===== src/rtl/mem_port_arbiter_if.sv =====
// mem_port_arbiter_if: request/grant bundle between the requesters and the shared-port arbiter
interface mem_port_arbiter_if;
    logic [3:0] req;
    logic       done;
    logic [3:0] gnt;
    logic [1:0] sel;
    logic       busy;
    logic       timeout;
    modport master (output req, done, input gnt, sel, busy, timeout);
    modport slave (input req, done, output gnt, sel, busy, timeout);
endinterface


===== src/rtl/mem_port_arbiter.sv =====
// mem_port_arbiter: round-robin owner of the shared memory port mux, holding each grant until done, abort or hold timeout
module mem_port_arbiter #(
    parameter int MAX_HOLD = 16,
    parameter int CW = 5
) (
    input logic clk,
    input logic rst_n,
    mem_port_arbiter_if.slave bus
);
    typedef enum logic {IDLE, BUSY} state_t;
    localparam bit TO_EN = MAX_HOLD != 0;
    localparam logic [CW-1:0] LIM = CW'(TO_EN ? MAX_HOLD - 1 : 0);
    state_t state_q, state_d;
    logic [1:0] ptr_q, ptr_d, sel_q, sel_d, win;
    logic [3:0] gnt_q, gnt_d;
    logic [CW-1:0] hold_q, hold_d;
    logic to_q, to_d, found, lim, arb;
    always_ff @(posedge clk) begin
        if (!rst_n) begin
            state_q <= IDLE;
            ptr_q <= '0;
            sel_q <= '0;
            gnt_q <= '0;
            hold_q <= '0;
            to_q <= 1'b0;
        end else begin
            state_q <= state_d;
            ptr_q <= ptr_d;
            sel_q <= sel_d;
            gnt_q <= gnt_d;
            hold_q <= hold_d;
            to_q <= to_d;
        end
    end
    always_comb begin
        found = 1'b0;
        win = ptr_q;
        // descending scan so the closest index to ptr wins
        for (int k = 3; k >= 0; k--) begin
            if (bus.req[ptr_q + 2'(k)]) begin
                found = 1'b1;
                win = ptr_q + 2'(k);
            end
        end
        lim = TO_EN && state_q == BUSY && hold_q == LIM;
        arb = state_q == IDLE || bus.done || !bus.req[sel_q] || lim;
        state_d = state_q;
        ptr_d = ptr_q;
        sel_d = sel_q;
        gnt_d = gnt_q;
        hold_d = &hold_q ? hold_q : hold_q + 1'b1;
        to_d = lim && !bus.done && bus.req[sel_q];
        if (arb) begin
            hold_d = '0;
            state_d = found ? BUSY : IDLE;
            gnt_d = found ? 4'b0001 << win : 4'b0000;
            sel_d = found ? win : sel_q;
            ptr_d = found ? win + 2'd1 : ptr_q;
        end
    end
    assign bus.gnt = gnt_q;
    assign bus.sel = sel_q;
    assign bus.busy = |gnt_q;
    assign bus.timeout = to_q;
endmodule


===== src/flat_wrapper.sv =====
// flat-port wrapper written by rule: the top's interface ports become plain ports
module mem_port_arbiter_flat 
#(
    parameter int MAX_HOLD = 16,
    parameter int CW = 5
)
  (clk, rst_n, bus_req, bus_done, bus_gnt, bus_sel, bus_busy, bus_timeout);
  mem_port_arbiter_if bus_i ();
  input logic clk;
  input logic rst_n;
  input wire logic [$bits(bus_i.req)-1:0] bus_req;
  input wire logic [$bits(bus_i.done)-1:0] bus_done;
  output wire logic [$bits(bus_i.gnt)-1:0] bus_gnt;
  output wire logic [$bits(bus_i.sel)-1:0] bus_sel;
  output wire logic [$bits(bus_i.busy)-1:0] bus_busy;
  output wire logic [$bits(bus_i.timeout)-1:0] bus_timeout;
  assign bus_i.req = bus_req;
  assign bus_i.done = bus_done;
  assign bus_gnt = bus_i.gnt;
  assign bus_sel = bus_i.sel;
  assign bus_busy = bus_i.busy;
  assign bus_timeout = bus_i.timeout;
  mem_port_arbiter #(.MAX_HOLD(MAX_HOLD), .CW(CW)) u_core (.clk(clk), .rst_n(rst_n), .bus(bus_i));
endmodule

===== config.mk =====
export PLATFORM = sky130hd
export DESIGN_NAME = mem_port_arbiter_flat
export DESIGN_NICKNAME = d
export VERILOG_FILES = /design/src/rtl/mem_port_arbiter_if.sv /design/src/rtl/mem_port_arbiter.sv /design/src/flat_wrapper.sv
export SDC_FILE = /design/constraint.sdc
export NUM_CORES = 1
export LEC_CHECK = 0
export ABC_AREA = 1
export BUFFER_PORTS_ARGS = -buffer_cell sky130_fd_sc_hd__buf_2
export CORE_MARGIN = 8
export CORE_UTILIZATION = 55
export DETAILED_ROUTE_END_ITERATION = 12
export GPL_TIMING_DRIVEN = 1
export MAX_ROUTING_LAYER = met4
export PLACE_DENSITY = 0.76
export SLEW_MARGIN = 20
export SYNTH_ARGS = -nofsm -noshare
export SYNTH_HDL_FRONTEND = slang
export SYNTH_SLANG_ARGS = --single-unit

===== constraint.sdc =====
create_clock -name clk -period 1.9 [get_ports clk]
set_clock_uncertainty 0.15 [all_clocks]
set_input_delay 0 -clock clk [delete_from_list [all_inputs] [get_ports clk]]
set_output_delay 0 -clock clk [all_outputs]
set_load 0.01 [all_outputs]

==> results of run 1 <==
[synth_stat cells (2+ instances only)]
cell type | number | area [um^2]
dfxtp_1 | 15 | 300
a21oi_2 | 2 | 17.5
xor2_1 | 2 | 17.5
and2_1 | 2 | 12.5
nand2_1 | 49 | 184
a21oi_1 | 5 | 25.0
nor2_1 | 14 | 52.6
ha_1 | 3 | 37.5
o21ai_0 | 2 | 10.0
o21ai_1 | 2 | 10.0
nand3_1 | 12 | 60.1
inv_2 | 4 | 15.0
inv_1 | 17 | 63.8
nand2_2 | 9 | 56.3
[registers in the layout, indices dropped and copies added, names as in the netlist]
register	cells
u_core.bus.gnt	4
u_core.bus.sel	2
u_core.bus.timeout	1
u_core.hold_q	5
u_core.ptr_q	2
u_core.state_q	1
[metal layers]
layer / wire [um] / GRT usage / up-vias / share of wire
li1: - / - / 512 / -
met1: 864 / 0.135 / 417 / 0.43
met2: 1050 / 0.237 / 5 / 0.53
met3: 20 / 0.0132 / 6 / 0.010
met4: 61 / 0.0594 / 0 / 0.031
met5: 0 / - / - / 0
[cells by family (layout without fill, tap and decap cells)]
| group | count (synthesis) | in the layout | synth area share |
|---|---|---|---|
| AO/OA/AOI/OAI | 13 | 13 | 0.0855 |
| XOR/XNOR | 2 | 2 | 0.0179 |
| adder cells (fa/ha/maj) | 3 | 3 | 0.0383 |
| buffers and inverters | 24 | 45 | 0.107 |
| flip-flops | 15 | 15 | 0.306 |
| AND/OR/NAND/NOR | 93 | 93 | 0.445 |
[path summary, 6_finish.rpt]
path	to	slack [ns]	cells after the start
worst max-delay path	u_core.bus.timeout	0.07	6
worst min-delay path	u_core.ptr_q[1]	0.13	6
worst max register to register	u_core.bus.timeout	0.07	6
worst min register to register	u_core.bus.gnt[3]	0.32	2
[layout make-up]
class                           count  area (um^2)
Timing Repair Buffer               18          118
Fill cell                         156          558
Sequential cell                    15          303
Clock buffer                        4         26.3
Multi-Input combinational cell    111          578
Inverter                           23         93.8
Tap cell                           25         31.3
[timing repair]
item,4_1_cts,5_1_grt
buffers inserted,0,1
setup endpoints to repair,0,6
endpoints found under the hold margin,6,0
resized for setup,0,3
hold buffers,2,0
[worst max-delay path, delay by kind of cell (launching register included)]
kind                     cells  cell delay (ns)
adder cells (fa/ha/maj)      2             0.39
AND/OR/NAND/NOR              3             0.31
buffers and inverters        1             0.54
flip-flops                   1             0.33
[report_power, final]
part | switching [mW] | leakage [nW] | internal [mW]
clock | 0.0899 | 0.0150 | 0.0811
combinational | 0.663 | 0.477 | 0.392
sequential | 0.0492 | 0.124 | 0.388
total | 0.802 | 0.616 | 0.861
==> impl_metrics.env, run 1 <==
export IMPL_status="completed"
export IMPL_async_flop_share=0
export IMPL_die_area_mm2=0.00339
export IMPL_setup_viol=0
export IMPL_grt_pass1_wl_um=3510
export IMPL_vias=940
export IMPL_synthesis_instances=150
export IMPL_fmax_mhz=546
export IMPL_cp_startpoint="u_core.hold_q[0]"
export IMPL_drive_gt1_frac=0.257
export IMPL_grt_pass1_vias=882
export IMPL_rows=15
export IMPL_fin_ws_ns=0.0679
export IMPL_core_area_mm2=0.00171
export IMPL_ys_seq_elements=15
export IMPL_start_util=0.574
export IMPL_grt_usage=0.129
export IMPL_hold_class="in -> reg"
export IMPL_min_period_over_period=0.964
export IMPL_synthesis_nets=160
export IMPL_detailed_place_hpwl_um=1630
export IMPL_fin_util=0.673
export IMPL_wirelength_um=2000
export IMPL_critPathLaunchType="register"
export IMPL_place_gp_congestion=0.845
export IMPL_cp_cell_sequence="ha_1 > and3_1 > ha_2 > nand2_1 > nor2_1 > dlygate4sd3_1"
export IMPL_end_kind="register"
export IMPL_ys_seq_area_frac=0.306
export IMPL_drv_slew=0
export IMPL_grt_ovfl_total=0
export IMPL_post_drt_via_cell_ratio=4.80
export IMPL_dpl_worst_slack_ns=0.138
export IMPL_vdd_drop_max_v=0.000964
export IMPL_critPathRequiredTime_ns=1.91
export IMPL_cts_buffer_depth=2
export IMPL_design_area_mm2=0.00115
export IMPL_pin_count=15
export IMPL_synth_distinct_cells=26
export IMPL_clk_pin_slew_worst_paths_ns=0.08
export IMPL_max_stage_delay_ns=0.54
export IMPL_drt_initial_drc_count=19
export IMPL_nets=182
export IMPL_synth_top_flop_cell="dfxtp_1"
export IMPL_finalHoldViolations=0
export IMPL_crit_type="reg -> reg"
export IMPL_r2r_start="u_core.hold_q[0]"
export IMPL_whs_ns=0.132
export IMPL_antenna_cells=0
export IMPL_worst_pin_slew_ns=0.267
export IMPL_p_per_area_mw_per_mm2=1450
export IMPL_synth_edff_count=0
export IMPL_syn_avg_cell_area_um2=6.54
export IMPL_layout_min_cycle_time_ns=1.83
export IMPL_cap_violations=0
export IMPL_layout_commonest_cell="nand2_1"
export IMPL_die_x_um=58.2
export IMPL_power_mw=1.66
export IMPL_wire_per_inst_um=10.2
export IMPL_power_leakage_nw=0.616
export IMPL_min_from="bus_done"
export IMPL_cp_arrival_ns=1.84
export IMPL_critPathMaxFanout=3
export IMPL_relSlewSlack=0.822
export IMPL_cts_tree="done"
export IMPL_tns_ns=0
export IMPL_mostFrequentLayoutCells="nand2_1 (49), inv_1 (17), nor2_1 (14), buf_2 (14), dfxtp_1 (13)"
export IMPL_dr_pass1_iters=4
export IMPL_dp_cells=189
export IMPL_place_port_buffers=14
export IMPL_slowest_stage="dlygate4sd3_1"
export IMPL_final_cells=196
export IMPL_antenna_found_initial=0
export IMPL_area_growth_syn_to_layout_pct=17.2
export IMPL_die_h_um=58.2
export IMPL_clk_latency_ns=0.27
export IMPL_placed_area_mm2=0.00109
export IMPL_cts_num_sinks=15
export IMPL_antenna_left=0
export IMPL_yosys_warnings=0
export IMPL_numCtsBuffers=3
export IMPL_root_buffer="clkbuf_4"
export IMPL_htree_levels=1
export IMPL_drc=0
export IMPL_grt_max_degree=11
export IMPL_synthesis_area_um2=981
(Power assumes the default switching activity.)
==> inputs of run 2 (changes only) <==
--- a/config.mk
+++ b/config.mk
@@ -13,6 +13,7 @@
 export GPL_TIMING_DRIVEN = 1
 export MAX_ROUTING_LAYER = met4
 export PLACE_DENSITY = 0.76
+export REMOVE_ABC_BUFFERS = 1
 export SLEW_MARGIN = 20
 export SYNTH_ARGS = -nofsm -noshare
 export SYNTH_HDL_FRONTEND = slang
==> constraint.sdc (replaced) <==
create_clock -name clk -period 1.9 [get_ports clk]
set_clock_uncertainty 0.15 [all_clocks]
set_input_delay 0.19 -clock clk [delete_from_list [all_inputs] [get_ports clk]]
set_output_delay 0.19 -clock clk [all_outputs]
set_load 0.01 [all_outputs]
==> impl_metrics.env, run 2 (same netlist as run 1, synthesis figures left out) <==
export IMPL_die_x_um=58.2
export IMPL_die_h_um=58.2
export IMPL_grt_ovfl_total=0
export IMPL_min_period_over_period=0.913
export IMPL_hold_buffers=0
export IMPL_post_cts_repair_setup_buffers=0
export IMPL_vias=908
export IMPL_clk_latency_ns=0.28
export IMPL_setup_viol=0
export IMPL_dpl_worst_slack_ns=0.135
export IMPL_cap_violations=0
export IMPL_r2r_start="u_core.hold_q[0]"
export IMPL_clk_pin_slew_worst_paths_ns=0.09
export IMPL_critPathLaunchType="register"
export IMPL_antenna_found_initial=0
export IMPL_grt_usage=0.123
export IMPL_crit_type="reg -> reg"
export IMPL_antenna_cells=0
export IMPL_rows=15
export IMPL_layout_commonest_cell="nand2_1"
export IMPL_tns_ns=0
export IMPL_root_buffer="clkbuf_4"
export IMPL_critPathMaxFanout=8
export IMPL_place_gp_congestion=0.829
export IMPL_drv_slew=0
export IMPL_fin_ws_ns=0.165
export IMPL_fmax_mhz=576
export IMPL_start_util=0.574
export IMPL_status="completed"
export IMPL_pin_count=15
export IMPL_p_per_area_mw_per_mm2=1490
export IMPL_wirelength_um=1930
export IMPL_hold_class="in -> reg"
export IMPL_dr_pass1_iters=4
export IMPL_grt_pass1_vias=826
export IMPL_numCtsBuffers=3
export IMPL_htree_levels=1
export IMPL_min_from="rst_n"
export IMPL_drc=0
export IMPL_drt_initial_drc_count=24
export IMPL_end_kind="register"
export IMPL_area_growth_syn_to_layout_pct=14.3
export IMPL_mostFrequentLayoutCells="nand2_1 (48), inv_1 (17), dfxtp_1 (15)"
export IMPL_cp_startpoint="u_core.hold_q[0]"
export IMPL_cts_tree="done"
export IMPL_die_area_mm2=0.00339
export IMPL_largest_reg_flops=5
export IMPL_worst_pin_slew_ns=0.251
export IMPL_place_port_buffers=14
export IMPL_vdd_drop_max_v=0.00108
export IMPL_cts_num_sinks=15
export IMPL_post_drt_via_cell_ratio=4.70
export IMPL_regMostFlops="u_core.hold_q"
export IMPL_wire_per_inst_um=9.99
export IMPL_cp_arrival_ns=1.80
export IMPL_grt_max_degree=11
export IMPL_layout_min_cycle_time_ns=1.73
export IMPL_relSlewSlack=0.832
export IMPL_rsz0062_at_grt="false"
export IMPL_drive_gt1_frac=0.250
export IMPL_nets=179
export IMPL_power_leakage_nw=0.603
export IMPL_grt_pass1_wl_um=3280
export IMPL_core_area_mm2=0.00171
export IMPL_antenna_left=0
export IMPL_critPathRequiredTime_ns=1.97
export IMPL_detailed_place_hpwl_um=1540
export IMPL_finalHoldViolations=0
export IMPL_cts_buffer_depth=2
run 2: where the power goes:
group          total (mW)  internal, mW  switching (mW)
Sequential          0.441         0.388          0.0529
Clock               0.182        0.0781           0.104
Combinational        1.05         0.388           0.663
Total                1.67         0.854           0.819
run 2: worst paths after layout:
check | depth (start not counted) | slack [ns] | end
min | 3 | 0.04 | u_core.bus.timeout
max reg2reg | 8 | 0.17 | u_core.bus.gnt[0]
max | 8 | 0.17 | u_core.bus.gnt[0]
min reg2reg | 2 | 0.33 | u_core.bus.gnt[3]
run 2: area by class of cell:
class / instances / area [um^2]
clock inverter: 1 / 5.00
sequential: 15 / 300
tap: 25 / 31.3
inverter: 23 / 93.8
clock buffer: 3 / 22.5
timing repair buffer: 15 / 90.1
fill: 156 / 587
multi-input combinational: 111 / 578
run 2: repair_timing:
| item | 4_1_cts | 5_1_grt |
|---|---|---|
| hold endpoints to repair | 0 | 0 |
| resized for setup | 0 | 1 |
| setup endpoints to repair | 0 | 3 |
run 2: worst max-delay path: stages, from the launching register on:
cell,delay (ns)
dfxtp_1,0.34
ha_1,0.20
and3_1,0.20
ha_1,0.22
nor2_1,0.20
nand2_2,0.15
inv_1,0.09
nand2_1,0.05
o21ai_1,0.07
run 2: per-layer routing:
layer  routed length, um  up-vias  share of wire  track usage
li1                    -      500              -            -
met1                 987      379           0.51        0.150
met2                 794       27           0.41        0.186
met3                 142        2          0.074       0.0464
met4                   5        0         0.0026       0.0315
met5                   0        -              0            -
run 2: metrics by stage:
stage           util  std cells  power, mW  area [um^2]  hold slack [ns]
3_3_place_gp   0.639        189       1.48         1090            0.306
6_report       0.656        193       1.67         1120           0.0406
4_1_cts        0.655        193       1.68         1120           0.0212
3_5_place_dp   0.639        189       1.49         1090            0.311
5_1_grt        0.656        193       1.81         1120           0.0424
2_1_floorplan      -        149       1.24          970            0.168
==> inputs of run 3 (changes only) <==
--- a/config.mk
+++ b/config.mk
@@ -5,15 +5,16 @@
 export SDC_FILE = /design/constraint.sdc
 export NUM_CORES = 1
 export LEC_CHECK = 0
-export ABC_AREA = 1
+export ABC_AREA = 0
 export BUFFER_PORTS_ARGS = -buffer_cell sky130_fd_sc_hd__buf_2
 export CORE_MARGIN = 8
-export CORE_UTILIZATION = 55
+export CORE_UTILIZATION = 51
 export DETAILED_ROUTE_END_ITERATION = 12
 export GPL_TIMING_DRIVEN = 1
 export MAX_ROUTING_LAYER = met4
-export PLACE_DENSITY = 0.76
+export PLACE_DENSITY = 0.73
 export REMOVE_ABC_BUFFERS = 1
+export SETUP_SLACK_MARGIN = 0.3
 export SLEW_MARGIN = 20
 export SYNTH_ARGS = -nofsm -noshare
 export SYNTH_HDL_FRONTEND = slang
==> impl_metrics.env, run 3 <==
export IMPL_status="completed"
export IMPL_clk_latency_ns=0.29
export IMPL_drv_slew=0
export IMPL_reg2reg_depth=8
export IMPL_drc=0
export IMPL_min_from="rst_n"
export IMPL_power_mw=0.804
export IMPL_grt_max_degree=11
export IMPL_antenna_found_initial=0
export IMPL_drt_initial_drc_count=10
export IMPL_p_clk_frac=0.236
export IMPL_vias=681
export IMPL_ys_seq_area_frac=0.405
export IMPL_die_area_mm2=0.00293
export IMPL_wirelength_um=1840
export IMPL_fmax_mhz=559
export IMPL_route_met3_wl_um=89
export IMPL_synth_most_common_cell="dfxtp_1"
export IMPL_area_growth_syn_to_layout_pct=40.0
export IMPL_syn_avg_cell_area_um2=9.16
export IMPL_pin_count=15
export IMPL_relSlewSlack=0.730
export IMPL_seqPwrFrac=0.471
export IMPL_synthesis_instances=81
export IMPL_rows=13
export IMPL_hold_path_depth=3
export IMPL_yosysTopAreaCell="dfxtp_1"
export IMPL_worst_pin_slew_ns=0.405
export IMPL_async_flop_share=0
export IMPL_finalHoldViolations=0
export IMPL_critPathLaunchType="register"
export IMPL_place_port_buffers=14
export IMPL_antenna_left=0
export IMPL_end_kind="register"
export IMPL_wl_met2_um=981
export IMPL_power_leakage_nw=0.459
export IMPL_critPathRequiredTime_ns=1.94
export IMPL_wire_per_inst_um=15.0
export IMPL_grt_ovfl_total=0
export IMPL_grt_pass1_vias=709
export IMPL_cap_violations=0
export IMPL_post_drt_via_cell_ratio=5.54
export IMPL_yosys_top_cells_count="dfxtp_1 (15), nor2_1 (12), nand2_1 (5), nor2b_1 (5), o21ai_0 (5)"
export IMPL_intPower_mw=0.552
export IMPL_htree_levels=1
export IMPL_cts_buffer_depth=2
export IMPL_cp_startpoint="u_core.hold_q[0]"
export IMPL_hold_class="in -> reg"
export IMPL_setup_viol=0
export IMPL_antenna_cells=0
export IMPL_synth_edff_count=0
export IMPL_root_buffer="clkbuf_4"
export IMPL_wl_met1_um=703
export IMPL_p_switching_mw=0.252
export IMPL_ff2ff_setup_slack_ns=0.11
export IMPL_core_area_mm2=0.00133
export IMPL_cts_num_sinks=15
export IMPL_p_per_area_mw_per_mm2=774
export IMPL_synth_top_area_share=0.405
export IMPL_die_x_um=54.1
export IMPL_dr_pass1_iters=4
export IMPL_die_h_um=54.1
export IMPL_combinationalPowerShare=0.294
export IMPL_fillers=87
export IMPL_largest_reg_flops=5
export IMPL_detailed_place_hpwl_um=1160
export IMPL_r2r_start="u_core.hold_q[0]"
export IMPL_swShare=0.313
export IMPL_regMostFlops="u_core.hold_q"
export IMPL_maxUsedRoutingLayer="met4"
export IMPL_timing_rr_end="u_core.bus.gnt[1]"
export IMPL_synthTopCellsByArea="dfxtp_1 (40%), nor2_1 (6.1%), ha_1 (5.1%)"
export IMPL_place_gp_congestion=0.771
export IMPL_rsz0062_at_grt="true"
export IMPL_grt_pass1_wl_um=2950
export IMPL_synth_distinct_cells=33
export IMPL_nets=119
export IMPL_multiInputGateArea_um2=509
export IMPL_yosys_warnings=0
export IMPL_synthesis_area_um2=742
export IMPL_mostFrequentLayoutCells="buf_2 (13), buf_4 (11), dfxtp_1 (10)"
export IMPL_start_util=0.556
export IMPL_layout_min_cycle_time_ns=1.79
export IMPL_clk_pin_slew_worst_paths_ns=0.09
export IMPL_layout_commonest_cell="buf_2"
export IMPL_synth_top_flop_cell="dfxtp_1"
export IMPL_critPathMaxFanout=4
export IMPL_numCtsBuffers=3
export IMPL_min_period_over_period=0.942
export IMPL_grt_usage=0.140
export IMPL_hold_buffers=0
export IMPL_regArea_um2=307
export IMPL_crit_type="reg -> reg"
export IMPL_tns_ns=0
export IMPL_drive_gt1_frac=0.537
export IMPL_cts_tree="done"
export IMPL_vdd_drop_max_v=0.000533
export IMPL_cp_arrival_ns=1.83
export IMPL_worstHoldEndpoint="u_core.ptr_q[0]"
export IMPL_ys_seq_elements=15
[run 3: cell count changes after synthesis, moves of 3 or more]
cell / previous run / this run
nand3_1: 12 / 1
nand2_1: 49 / 5
inv_2: 4 / 0
o21ai_0: 2 / 5
a21oi_1: 5 / 2
inv_1: 17 / 4
nand2_2: 9 / 1
nor2b_1: 0 / 5
[run 3: layout make-up]
cell class / count / area share
multi-input cells: 60 / 0.490
inverters: 4 / 0.0169
well taps: 15 / 0.0181
clock inverters: 1 / 0.00482
clock buffers: 3 / 0.0217
repair buffers: 25 / 0.153
flip-flops and latches: 15 / 0.295
[run 3: power groups by stage]
stage / logic, mW / clock network, mW / registers [mW]
finish: 0.236 / 0.189 / 0.378
global route: 0.259 / 0.214 / 0.381
CTS: 0.229 / 0.196 / 0.375
detailed placement: 0.195 / 0 / 0.380
global placement: 0.188 / 0 / 0.379
floorplan: 0.119 / 0 / 0.385
[run 3: per-stage QoR]
step,hold WS (ns),utilization,instance area [um^2],std cells,worst slack [ns]
2_1_floorplan,0.158,-,727,79,-0.0353
3_5_place_dp,0.326,0.634,846,112,-0.0244
5_1_grt,0.0451,0.779,1040,123,0.0618
6_report,0.0657,0.779,1040,123,0.111
4_1_cts,0.0357,0.725,967,120,0.129
3_3_place_gp,0.300,0.634,846,112,-0.00957
[run 3: cells by family (layout without fill, tap and decap cells)]
family                     count (synthesis)  in the layout  synth area share
buffers and inverters                      6             33            0.0405
muxes                                      3              3            0.0573
xor gates and xnor gates                   4              4            0.0472
and+or+nand+nor                           37             37             0.282
DFF                                       15             15             0.405
adders and majority gates                  3              3            0.0506
AOI/OAI and AO/OA                         13             13             0.118
[run 3: worst max-delay path, stage by stage, from the launching register on]
cell	delay, ns
dfxtp_2	0.35
ha_4	0.15
and3_4	0.19
ha_4	0.17
nor2_4	0.07
nand3_2	0.05
and2_4	0.14
and2b_4	0.17
a32o_2	0.25
[run 3: metal layers]
metal	track usage	vias up
li1	-	333
met1	0.136	321
met2	0.239	19
met3	0.0496	8
met4	0.0738	0
met5	-	-
[run 3: how the worst max path moves through the flow]
| stage | endpoint | slack (ns) |
|---|---|---|
| 6_report | u_core.bus.gnt[1] | 0.11 |
| 5_1_grt | u_core.bus.gnt[3] | 0.06 |
| 4_1_cts | u_core.bus.gnt[1] | 0.13 |
| 3_5_place_dp | u_core.bus.gnt[1] | -0.02 |
| 3_3_place_gp | u_core.bus.gnt[1] | -0.01 |
| 2_1_floorplan | u_core.bus.gnt[1] | -0.04 |
[run 3: repair_timing]
action | 4_1_cts | 5_1_grt
pin swaps | 7 | 10
resized for setup | 20 | 13
setup endpoints to repair | 14 | 14
buffers inserted | 4 | 3
